## config.mk

```make
export PLATFORM = sky130hd
export DESIGN_NAME = gate_sequence_ctrl_flat
export DESIGN_NICKNAME = d
export VERILOG_FILES = /design/src/rtl/gate_sequence_ctrl_if.sv /design/src/rtl/gate_sequence_ctrl.sv /design/src/flat_wrapper.sv
export SDC_FILE = /design/constraint.sdc
export NUM_CORES = 1
export LEC_CHECK = 0
export ABC_AREA = 1
export CAP_MARGIN = 25
export CORE_ASPECT_RATIO = 1.1
export CORE_UTILIZATION = 40
export CTS_CLUSTER_DIAMETER = 40
export CTS_CLUSTER_SIZE = 14
export DETAILED_ROUTE_END_ITERATION = 16
export PLACE_DENSITY = 0.67
export SYNTH_ARGS = -nofsm -noshare
export SYNTH_HDL_FRONTEND = slang
export SYNTH_SLANG_ARGS = --single-unit
```

## constraint.sdc

```tcl
create_clock -name clk -period 1.8 [get_ports clk]
set_clock_uncertainty 0.2 [all_clocks]
set_input_delay 0.18 -clock clk [delete_from_list [all_inputs] [get_ports clk]]
set_output_delay 0.18 -clock clk [all_outputs]
set_load 0.02 [all_outputs]
```

## src/rtl/gate_sequence_ctrl_if.sv

```systemverilog
// Handshake bundle between the gate sequencer, its controller and the multiplier.
// master drives the requests and mult_done, slave is the sequencer.
interface gate_sequence_ctrl_if #(
   parameter int GATE_DEPTH = 8
);
   localparam int AW = (GATE_DEPTH > 1) ? $clog2(GATE_DEPTH) : 1;
   localparam int CW = $clog2(GATE_DEPTH + 1);

   logic          start;
   logic          abort;
   logic [CW-1:0] num_gates;
   logic          mult_done;
   logic [AW-1:0] gate_addr;
   logic          mult_start;
   logic          state_we;
   logic          busy;
   logic          done;
   logic [CW-1:0] gates_done;
   logic          error;

   modport master (
      output start, abort, num_gates, mult_done,
      input  gate_addr, mult_start, state_we, busy, done, gates_done, error
   );

   modport slave (
      input  start, abort, num_gates, mult_done,
      output gate_addr, mult_start, state_we, busy, done, gates_done, error
   );
endinterface

```

## src/rtl/gate_sequence_ctrl.sv

```systemverilog
// Steps a gate program through the gate-state multiplier, one fetch/mult/commit per gate.
// Optional GATE_SEQ_TIMEOUT_EN adds a mult_done watchdog that raises a sticky error.
module gate_sequence_ctrl #(
   parameter int N              = 2,
   parameter int GATE_DEPTH     = 8,
   parameter int TIMEOUT_CYCLES = 64
) (
   input  logic                clk,
   input  logic                reset,
   gate_sequence_ctrl_if.slave bus
);
   localparam int AW = (GATE_DEPTH > 1) ? $clog2(GATE_DEPTH) : 1;
   localparam int CW = $clog2(GATE_DEPTH + 1);
   localparam logic [CW-1:0] DEPTH_C = CW'(GATE_DEPTH);

   if (N < 1 || GATE_DEPTH < 1 || TIMEOUT_CYCLES < 1) begin : g_bad_param
      $error("gate_sequence_ctrl: N, GATE_DEPTH and TIMEOUT_CYCLES must be >= 1");
   end

   typedef enum logic [2:0] {
      S_IDLE,
      S_FETCH,
      S_START,
      S_WAIT,
      S_COMMIT,
      S_DONE
   } state_t;

   state_t        state, state_n;
   logic [CW-1:0] len_q, len_n;
   logic [AW-1:0] addr_q, addr_n;
   logic [CW-1:0] cnt_q, cnt_n;
   logic          err_q, err_n;
   logic          mult_start_q, state_we_q, done_q, busy_q;
   logic          timeout;

`ifdef GATE_SEQ_TIMEOUT_EN
   localparam int TW = $clog2(TIMEOUT_CYCLES + 1);
   logic [TW-1:0] wcnt_q;

   // wcnt_q counts WAIT cycles already spent; zero on the first WAIT cycle
   always_ff @(posedge clk or negedge reset) begin
      if (!reset) begin
         wcnt_q <= '0;
      end else if (state == S_WAIT) begin
         wcnt_q <= wcnt_q + TW'(1);
      end else begin
         wcnt_q <= '0;
      end
   end

   assign timeout = (wcnt_q == TW'(TIMEOUT_CYCLES - 1));
`else
   assign timeout = 1'b0;
`endif

   always_comb begin
      state_n = state;
      len_n   = len_q;
      addr_n  = addr_q;
      cnt_n   = cnt_q;
      err_n   = err_q;
      unique case (state)
         S_IDLE: begin
            if (bus.start) begin
               len_n   = (bus.num_gates > DEPTH_C) ? DEPTH_C : bus.num_gates;
               cnt_n   = '0;
               err_n   = 1'b0;
               addr_n  = '0;
               state_n = (len_n == '0) ? S_DONE : S_FETCH;
            end
         end
         S_FETCH: state_n = S_START;
         S_START: state_n = S_WAIT;
         S_WAIT: begin
            if (bus.mult_done) begin
               state_n = S_COMMIT;
            end else if (timeout) begin
               err_n   = 1'b1;
               state_n = S_DONE;
            end
         end
         S_COMMIT: begin
            if (cnt_q == len_q) begin
               state_n = S_DONE;
            end else begin
               addr_n  = addr_q + AW'(1);
               state_n = S_FETCH;
            end
         end
         S_DONE: state_n = S_IDLE;
         default: state_n = S_IDLE;
      endcase
      // abort outranks mult_done and the timeout in every busy state
      if (state != S_IDLE && bus.abort) begin
         state_n = S_IDLE;
         addr_n  = addr_q;
         err_n   = err_q;
      end
      if (state_n == S_COMMIT) begin
         cnt_n = cnt_q + CW'(1);
      end
   end

   always_ff @(posedge clk or negedge reset) begin
      if (!reset) begin
         state        <= S_IDLE;
         len_q        <= '0;
         addr_q       <= '0;
         cnt_q        <= '0;
         err_q        <= 1'b0;
         mult_start_q <= 1'b0;
         state_we_q   <= 1'b0;
         done_q       <= 1'b0;
         busy_q       <= 1'b0;
      end else begin
         state        <= state_n;
         len_q        <= len_n;
         addr_q       <= addr_n;
         cnt_q        <= cnt_n;
         err_q        <= err_n;
         mult_start_q <= (state_n == S_START);
         state_we_q   <= (state_n == S_COMMIT);
         done_q       <= (state_n == S_DONE);
         busy_q       <= (state_n != S_IDLE);
      end
   end

   assign bus.gate_addr  = addr_q;
   assign bus.mult_start = mult_start_q;
   assign bus.state_we   = state_we_q;
   assign bus.done       = done_q;
   assign bus.busy       = busy_q;
   assign bus.gates_done = cnt_q;
   assign bus.error      = err_q;
endmodule

```

## src/flat_wrapper.sv

```systemverilog
// flat-port wrapper written by rule: the top's interface ports become plain ports
module gate_sequence_ctrl_flat 
#(
   parameter int N              = 2,
   parameter int GATE_DEPTH     = 8,
   parameter int TIMEOUT_CYCLES = 64
)
  (clk, reset, bus_start, bus_abort, bus_num_gates, bus_mult_done, bus_gate_addr, bus_mult_start, bus_state_we, bus_busy, bus_done, bus_gates_done, bus_error);
  gate_sequence_ctrl_if #(.GATE_DEPTH(GATE_DEPTH)) bus_i ();
  input  logic clk;
  input  logic reset;
  input wire logic [$bits(bus_i.start)-1:0] bus_start;
  input wire logic [$bits(bus_i.abort)-1:0] bus_abort;
  input wire logic [$bits(bus_i.num_gates)-1:0] bus_num_gates;
  input wire logic [$bits(bus_i.mult_done)-1:0] bus_mult_done;
  output wire logic [$bits(bus_i.gate_addr)-1:0] bus_gate_addr;
  output wire logic [$bits(bus_i.mult_start)-1:0] bus_mult_start;
  output wire logic [$bits(bus_i.state_we)-1:0] bus_state_we;
  output wire logic [$bits(bus_i.busy)-1:0] bus_busy;
  output wire logic [$bits(bus_i.done)-1:0] bus_done;
  output wire logic [$bits(bus_i.gates_done)-1:0] bus_gates_done;
  output wire logic [$bits(bus_i.error)-1:0] bus_error;
  assign bus_i.start = bus_start;
  assign bus_i.abort = bus_abort;
  assign bus_i.num_gates = bus_num_gates;
  assign bus_i.mult_done = bus_mult_done;
  assign bus_gate_addr = bus_i.gate_addr;
  assign bus_mult_start = bus_i.mult_start;
  assign bus_state_we = bus_i.state_we;
  assign bus_busy = bus_i.busy;
  assign bus_done = bus_i.done;
  assign bus_gates_done = bus_i.gates_done;
  assign bus_error = bus_i.error;
  gate_sequence_ctrl #(.N(N), .GATE_DEPTH(GATE_DEPTH), .TIMEOUT_CYCLES(TIMEOUT_CYCLES)) u_core (.clk(clk), .reset(reset), .bus(bus_i));
endmodule
```

Word-level counts from Yosys, hierarchy flattened
Cells that the tools add are included.
Storage, ports and cells
  register bits after elaboration: 18
  word-level logic and storage cells: 46
Cells by class
  equality and inequality tests: 10
  bitwise gates (word level): 1
  reduce and logical (&&, ||, !) cells: 11
  mux-type cells: 13
  $add $sub $neg: 2
  order comparisons: 1
Operators with widths (count)
  $mux W3: 7
  $mux W4: 4
  $pmux W3 S5: 1
  $eq A3 B2 Y1 const B: 3
  $eq A3 B3 Y1 const B: 3
  $pmux W3 S2: 1
  $reduce_bool A2 Y1: 3
  $reduce_bool A3 Y1: 2
  $add A4 B1 Y4 const B: 1
  $eq A4 B4 Y1: 1
  $gt A4 B4 Y1 const B: 1
  $logic_not A4 Y1: 1
  $ne A2 B2 Y1 const B: 2
  $reduce_and A2 Y1: 2
  $reduce_and A4 Y1: 1
  $add A3 B1 Y3 const B: 1
  $eq A3 B1 Y1 const B: 1
  $logic_not A3 Y1: 1
  $logic_and A1 B1 Y1: 1
  $not A1 Y1: 1

Logic depth before layout (Yosys ltp)
Gate-level depths: netlist of the first run.
  depth after elaboration: 10
  depth in mapped cells: 10
  depth with buffers taken out: 10

Least setup slack after synthesis of the first run
OpenSTA, ideal clock, no wires.
  path type: flip-flop to flip-flop
  start point: register u_core.state[0]
  end point: register u_core.cnt_q[0], in the netlist u_core.bus.gates_done[0]
  path buffers: 0
  slack: 0.216 ns
  required time: 1.481 ns
  arrival: 1.266 ns
  stages on the path, launching flop included: 9
  cell sequence: dfrtp_1 -> nor2_4 -> inv_1 -> o21ai_2 -> a21oi_4 -> inv_2 -> nor2_8 -> nand2_1 -> nand2_1
On the way
  cells in the longest elaborated chain, start to end: 6
  elaborated cells between the ends (all ways): 16
  classes of those cells: eq/ne (5); mux (5); reduce/logical (6)
Ends and longest elaborated chain
  start: declaration: RTL line gate_sequence_ctrl.sv:29  | state_t state, state_n;
  start signal: assignment: RTL line gate_sequence_ctrl.sv:117  | state <= state_n;
  $eq A3 B3 Y1, or another cell as far along: RTL line gate_sequence_ctrl.sv:63  | unique case (state)
  $pmux W3 S5 or $logic_and A1 B1 Y1 (tied branches): RTL line gate_sequence_ctrl.sv:63, gate_sequence_ctrl.sv:95
  $mux W3: RTL line gate_sequence_ctrl.sv:95  | if (state != S_IDLE && bus.abort) begin
  $eq A3 B3 Y1: RTL line gate_sequence_ctrl.sv:100  | if (state_n == S_COMMIT) begin
  $reduce_bool A2 Y1 (no line)
  $reduce_and A2 Y1 (no line)
  end signal: assignment: RTL line gate_sequence_ctrl.sv:120  | cnt_q <= cnt_n;
  end: declaration: RTL line gate_sequence_ctrl.sv:32  | logic [CW-1:0] cnt_q, cnt_n;
Several ways; a longest one is shown, not always the timed one.
A chain may end at the register's enable or synchronous reset.

Final worst setup path of the first run
  start point: register u_core.cnt_q[3], in the netlist u_core.bus.gates_done[3]
  end point: output port bus_gates_done[3]
RTL lines
  end: declaration: RTL line flat_wrapper.sv:21  | output wire logic [$bits(bus_i.gates_done)-1:0] bus_gates_done;
No word-level cell between the ends.

==> results of run 1 <==
## registers in the layout, indices dropped and copies added, names as in the netlist
name	cells
u_core.len_q	4
u_core.bus.done	1
u_core.state	3
u_core.bus.state_we	1
u_core.bus.gate_addr	3
u_core.bus.gates_done	4
u_core.bus.mult_start	1
u_core.bus.busy	1
## kinds of logic after synthesis
logic type | synth area share [%]
and+or+nand+nor | 32.5
DFF | 47.1
buffers and inverters | 6.67
AOI/OAI and AO/OA | 7.06
xor gates and xnor gates | 3.66
adders and majority gates | 2.61
other | 0.392
## Yosys cell counts (all sizes together)
| cell | n | area share [%] |
|---|---|---|
| nand2 | 32 | 14 |
| dfrtp | 18 | 47 |
| inv | 15 | 5.9 |
| nand3 | 12 | 8.9 |
| nor2 | 11 | 6.8 |
| o21ai | 7 | 4.1 |
| xnor2 | 3 | 2.7 |
| a21oi | 2 | 2.2 |
| ha | 2 | 2.6 |
| buf | 1 | 0.78 |
| conb | 1 | 0.39 |
| nor3 | 1 | 0.52 |
| nor3b | 1 | 1.3 |
| o31ai | 1 | 0.78 |
| or2 | 1 | 0.65 |
| xor2 | 1 | 0.92 |
## power groups by stage
stage	clock network, W	logic (W)	registers [W]
global placement	0	0.000634	0.000589
detailed placement	0	0.000646	0.000593
finish	0.000253	0.000710	0.000583
CTS	0.000258	0.000650	0.000585
global route	0.000272	0.000783	0.000595
floorplan	0	0.000401	0.000626
## metal layers
| metal | wire length, microns | share of wire [%] | global-route usage (%) |
|---|---|---|---|
| met2 | 946 | 49 | 27.5 |
| met5 | 0 | 0 | 0 |
| met1 | 903 | 46 | 20.6 |
| met3 | 50 | 2.6 | 3.45 |
| met4 | 44 | 2.3 | 6.86 |
## cell usage in the layout, fill, tap and decap left out
cell type and instances:
clkbuf_8 1, nor2_8 1, a21oi_1 1, nand3_1 9, inv_1 12, a21oi_4 1
nor2_1 9, dlymetal6s2s_1 1, clkdlybuf4s50_1 16, dfrtp_1 18, nor2_4 1, o21ai_0 3
nor3_1 1, dlygate4sd2_1 2, nand2_1 29, buf_4 6, o31ai_1 1, nor3b_2 1
clkbuf_4 3, nand2_4 2, or2_2 1, xnor2_1 3, nand2_2 1, xor2_1 1
nand3_2 1, o21ai_4 1, conb_1 1, inv_2 3, ha_1 2, o21ai_1 3
nand3_4 2
## stage by stage
| stage | power [W] | cell area [sq um] | cells | hold WS [ps] | worst slack [ps] |
|---|---|---|---|---|---|
| 5_1_grt | 0.00165 | 1270 | 167 | 18.5 | 2.89 |
| 3_5_place_dp | 0.00124 | 1200 | 160 | 320 | 35.6 |
| 6_report | 0.00155 | 1270 | 167 | -7.08 | 59.3 |
| 2_1_floorplan | 0.00103 | 957 | 109 | -316 | 216 |
| 3_3_place_gp | 0.00122 | 1200 | 160 | 310 | 104 |
| 4_1_cts | 0.00149 | 1230 | 164 | 3.40 | 35.6 |
## what timing repair did
item                                   in CTS  in global routing
endpoints found under the hold margin       0                  0
pin swaps                                   0                  1
resized for setup                           2                  3
buffers inserted                            0                  3
setup endpoints to repair                   2                  5
## layout make-up
type	instances	area [sq um]	share of cell area (%)
Timing Repair Buffer	25	235	18.5
Clock buffer	4	36.3	2.85
Sequential cell	18	450	35.4
Tap cell	30	37.5	2.95
Multi-Input combinational cell	75	455	35.8
Inverter	15	56.3	4.43
## worst paths after layout
kind                                     startpoint                  endpoint  slack [ps]
max                        u_core.bus.gates_done[3]         bus_gates_done[3]          60
min                                           reset   u_core.bus.gate_addr[1]          -7
max reg2reg                         u_core.state[1]  u_core.bus.gates_done[1]         120
min reg2reg                 u_core.bus.gate_addr[1]   u_core.bus.gate_addr[1]         340
max in group asynchronous                     reset           u_core.len_q[0]        1210
min in group clk                   bus_num_gates[2]           u_core.len_q[2]         280
==> reports/results.ini, run 1 <==
[status]
status=finished with violations
failed_checks=hold timing

[setup_path]
critical_path_depth=1
rr_worst_depth=9
worstSetupPathType=reg -> out
crit_fanout=4
path_cells=clkdlybuf4s50_1
required_ps=1420
cp-start-kind=flop
cp_num_buf_inv=1
cpPeakStageDelay_ps=630
worstPathArrival_ps=1360
critPathTopFamily=buffers and inverters
crit_slowest_cell=clkdlybuf4s50_1
end_kind=output pin

[clock_network]
cts_tree=done
cts_num_sinks=18
cts_hold_buf=0
cts_root_buffer=clkbuf_4
cts_buffers=3
clk_pin_slew_ps=110
clkLatencyLatePin_ps=300
htreeDepth=1
clockBufferDepth=2

[detailed_routing]
ant_nets=0
routed_wl_mm=1.94
drt-wirelength-per-cell_microns=11.6
drc=0
drt_pre_antenna_iters=4
drt-initial-drc-count=9
num_vias=791
routed_via_density=4.74

[die]
row_count=18
dieArea_sq_um=2590
start_util_pct=42.5
io_pins=21
die_x_microns=48.6
die_y_microns=53.3
core_area_sq_um=2250

[global_route]
gr-total-overflow=0
grt_pass1_vias=723
antenna_found_initial=0
grt_pass1_wl_mm=3.14
grt_usage_pct=16.4
grt_max_degree=19

[sta]
fin_setup_tns_ps=0
whs_ps=-7.08
hold_viol_final=13
fin_crit_sh_pct=96.7
setup_viol=0
slew_violations=0
max_freq_mhz=574
rsz0062_at_grt=no
min_period_ps=1740

[final_layout]
antennaDiodeCount=0
layout-drive-gt1-share_pct=18.2
nFillCells=192
postLayoutCoreUtil_pct=56.4
final_nets=149
area.growth.synth_to_final_pct=32.8

[synth]
synthCells=109
ys_seq_area_share_pct=47.1
yosysWarnings=0
synthesis.area_sq_um=957
ys_seq_elements=18
synth_cell_type_count=25
syn_avg_cell_area_sq_um=8.78
syn_nets=120

[job]
maxCapViolCount=0

[pwr]
irDropWorstVdd_uv=791
p_int_w=0.000925
power_density_nw_per_um2=1220
pwr-share-clk_pct=16.4
power.share.sequential_pct=37.7
power_leakage_nw=0.661
p_sw_w=0.000621
p_comb_share_pct=45.9
switching_share_pct=40.2

[placement]
routabilityCongestion=0.820
port_buffers=19
dp_hpwl_mm=1.46

[min_path]
min_path_type=in -> async

Note: power is estimated with default switching activity, not from simulation.
==> run 2: changes to the inputs <==
--- a/config.mk
+++ b/config.mk
@@ -8,11 +8,11 @@
 export ABC_AREA = 1
 export CAP_MARGIN = 25
 export CORE_ASPECT_RATIO = 1.1
-export CORE_UTILIZATION = 40
+export CORE_UTILIZATION = 30
 export CTS_CLUSTER_DIAMETER = 40
 export CTS_CLUSTER_SIZE = 14
 export DETAILED_ROUTE_END_ITERATION = 16
-export PLACE_DENSITY = 0.67
+export PLACE_DENSITY = 0.53
 export SYNTH_ARGS = -nofsm -noshare
 export SYNTH_HDL_FRONTEND = slang
 export SYNTH_SLANG_ARGS = --single-unit
==> constraint.sdc (replaced) <==
create_clock -name clk -period 1.7 [get_ports clk]
set_clock_uncertainty 0.2 [all_clocks]
set_input_delay 0.17 -clock clk [delete_from_list [all_inputs] [get_ports clk]]
set_output_delay 0.17 -clock clk [all_outputs]
set_load 0.02 [all_outputs]
==> run 2 against run 1 <==
  * The flow now finishes without violations
  * Largest cell class unchanged
  * Via count fell by 0.51%
  * Critical path type is now reg -> reg
  * Register-to-register slack got worse by 90 ps
  * Flip-flop and latch count did not move
  * Combinational power rose by 15%
  * Final cell count rose by 5.4%
==> reports/results.ini, run 2 (synthesized netlist as in run 1, its figures left out) <==
[pwr]
irDropWorstVdd_uv=679  ; -14%
power_leakage_nw=0.713  ; +7.8%
power_density_nw_per_um2=1260  ; +3.6%
total_power_w=0.00169  ; +9.1%

[setup_path]
path_cells=nor2_4, nand3_4, buf_4, nand3_4, a21oi_4, inv_2, nor2_8, nand2_1, nand2_1
regToRegEndpoint=u_core.bus.gates_done[2]
critPathTopFamily=simple AND/OR/NAND/NOR gates
cp_num_buf_inv=2  ; +1
cp-start-kind=flop
rr_worst_depth=9  ; unchanged
crit_slowest_cell=dfrtp_1
worstSetupPathType=reg -> reg
required_ps=1690  ; +270 ps
crit_fanout=5  ; +1
rrSetupSlack_ps=30  ; -90 ps
r2r-start=u_core.state[0]
cpPeakStageDelay_ps=430  ; -200 ps
end_kind=flop
worstPathArrival_ps=1660  ; +300 ps

[sta]
worst_slack_ps=25.2  ; -34.1 ps
slew_violations=0  ; unchanged
fin_crit_sh_pct=98.5
setup_viol=0  ; unchanged
hold_viol_final=0  ; -13
rsz0062_at_grt=yes
max_freq_mhz=597
min_period_ps=1670

[placement]
dp_cells=167  ; +4.4%
dp_hpwl_mm=1.43  ; -2.0%
pre_cts_slack_ps=-55.2  ; -90.8 ps
port_buffers=19  ; unchanged
place_area_sq_um=1230  ; +2.3%
routabilityCongestion=0.803  ; -2.0%

[global_route]
grt_pass1_vias=789  ; +9.1%
grt_usage_pct=12.7  ; -3.7 points
grt_max_degree=19  ; unchanged
antenna_found_initial=0  ; unchanged
gr-total-overflow=0  ; unchanged
grt_pass1_wl_mm=3.29  ; +4.8%

[clock_network]
clk_pin_slew_ps=100  ; about the same
cts_num_sinks=18  ; unchanged
htreeDepth=1  ; unchanged
cts_buffers=3  ; unchanged
cts_root_buffer=clkbuf_4
clockBufferDepth=2  ; unchanged
clkLatencyLatePin_ps=290  ; about the same
cts_tree=done

[die]
core_area_sq_um=3050  ; +35%
die_x_microns=55.9  ; +15%
start_util_pct=31.4  ; -11 points
die_y_microns=61.2  ; +15%
dieArea_sq_um=3420  ; +32%
row_count=21  ; +3
io_pins=21  ; unchanged

[detailed_routing]
drt_pre_antenna_iters=4  ; unchanged
routed_via_density=4.47  ; -5.6%
drc=0  ; unchanged
drt-wirelength-per-cell_microns=10.8  ; -7.2%
ant_nets=0  ; unchanged
drt-initial-drc-count=25  ; +16
routed_wl_mm=1.90  ; -2.2%
num_vias=787  ; -0.51%

[final_layout]
postLayoutCoreUtil_pct=43.9  ; -13 points
nFillCells=315  ; +64%
finalInstanceArea_sq_um=1340  ; +5.3%
area.growth.synth_to_final_pct=39.9
fin_cells=176  ; +5.4%
final_nets=154  ; +3.4%
final_cell_mix=27 x nand2_1, 17 x dfrtp_1, 13 x clkdlybuf4s50_1
antennaDiodeCount=0  ; unchanged
layout-drive-gt1-share_pct=25.4  ; +7.1 points
mostFrequentLayoutCell=nand2_1

[min_path]
min_path_type=in -> reg
hold_start=bus_num_gates[2]
holdPathEnd=u_core.len_q[2]
hold_path_depth=3

[job]
maxCapViolCount=0  ; unchanged

[status]
status=finished clean

==> run 2: what timing repair did <==
item,in CTS,in global routing
endpoints found under the hold margin,3,0
hold buffers,1,0
setup endpoints to repair,8,11
resized for setup,4,12
setup buffers,2,2
pin swaps,2,7
==> run 2: worst min-delay path: stages <==
cell	delay [ps]
clkdlybuf4s50_1	420
nand2_1	70
o21ai_0	70
==> run 2: layout make-up <==
cell class,instances,area [sq um],area share [%]
Clock buffer,4,36.3,2.71
Timing Repair Buffer,30,275,20.6
Sequential cell,18,452,33.7
Tap cell,34,42.5,3.18
Inverter,15,56.3,4.21
Multi-Input combinational cell,75,477,35.6
==> run 2: worst max path at each step <==
stage | startpoint | end | slack (ps) | cells past startpoint
final | u_core.state[0] | u_core.bus.gates_done[2] | 30 | 9
after global placement | bus_mult_done | u_core.bus.gates_done[1] | -50 | 7
after floorplan | u_core.state[0] | u_core.bus.gates_done[0] | 120 | 8
after global routing | u_core.state[0] | u_core.bus.gates_done[3] | -60 | 9
after detailed placement | bus_abort | u_core.bus.gates_done[2] | -60 | 9
after CTS | u_core.state[1] | u_core.bus.gates_done[1] | 6 | 8
==> run 2: power breakdown <==
group | switching [W] | internal, W
logic | 0.000455 | 0.000358
registers | 0.0000804 | 0.000534
clock network | 0.000128 | 0.000130
total | 0.000664 | 0.00102
==> run 2: stage by stage <==
step	hold slack [ps]	setup TNS [ps]
2_1_floorplan	-326	0
3_3_place_gp	303	-158
3_5_place_dp	309	-201
4_1_cts	275	0
5_1_grt	290	-281
6_report	288	0
==> run 2: per-layer routing <==
metal / track usage, % / part of all wire, % / up-vias
met4: 6.27 / 1.1 / 0
li1: - / - / 405
met1: 14.9 / 45 / 369
met3: 2.31 / 3.3 / 2
met2: 23.1 / 51 / 11
met5: 0 / 0 / -
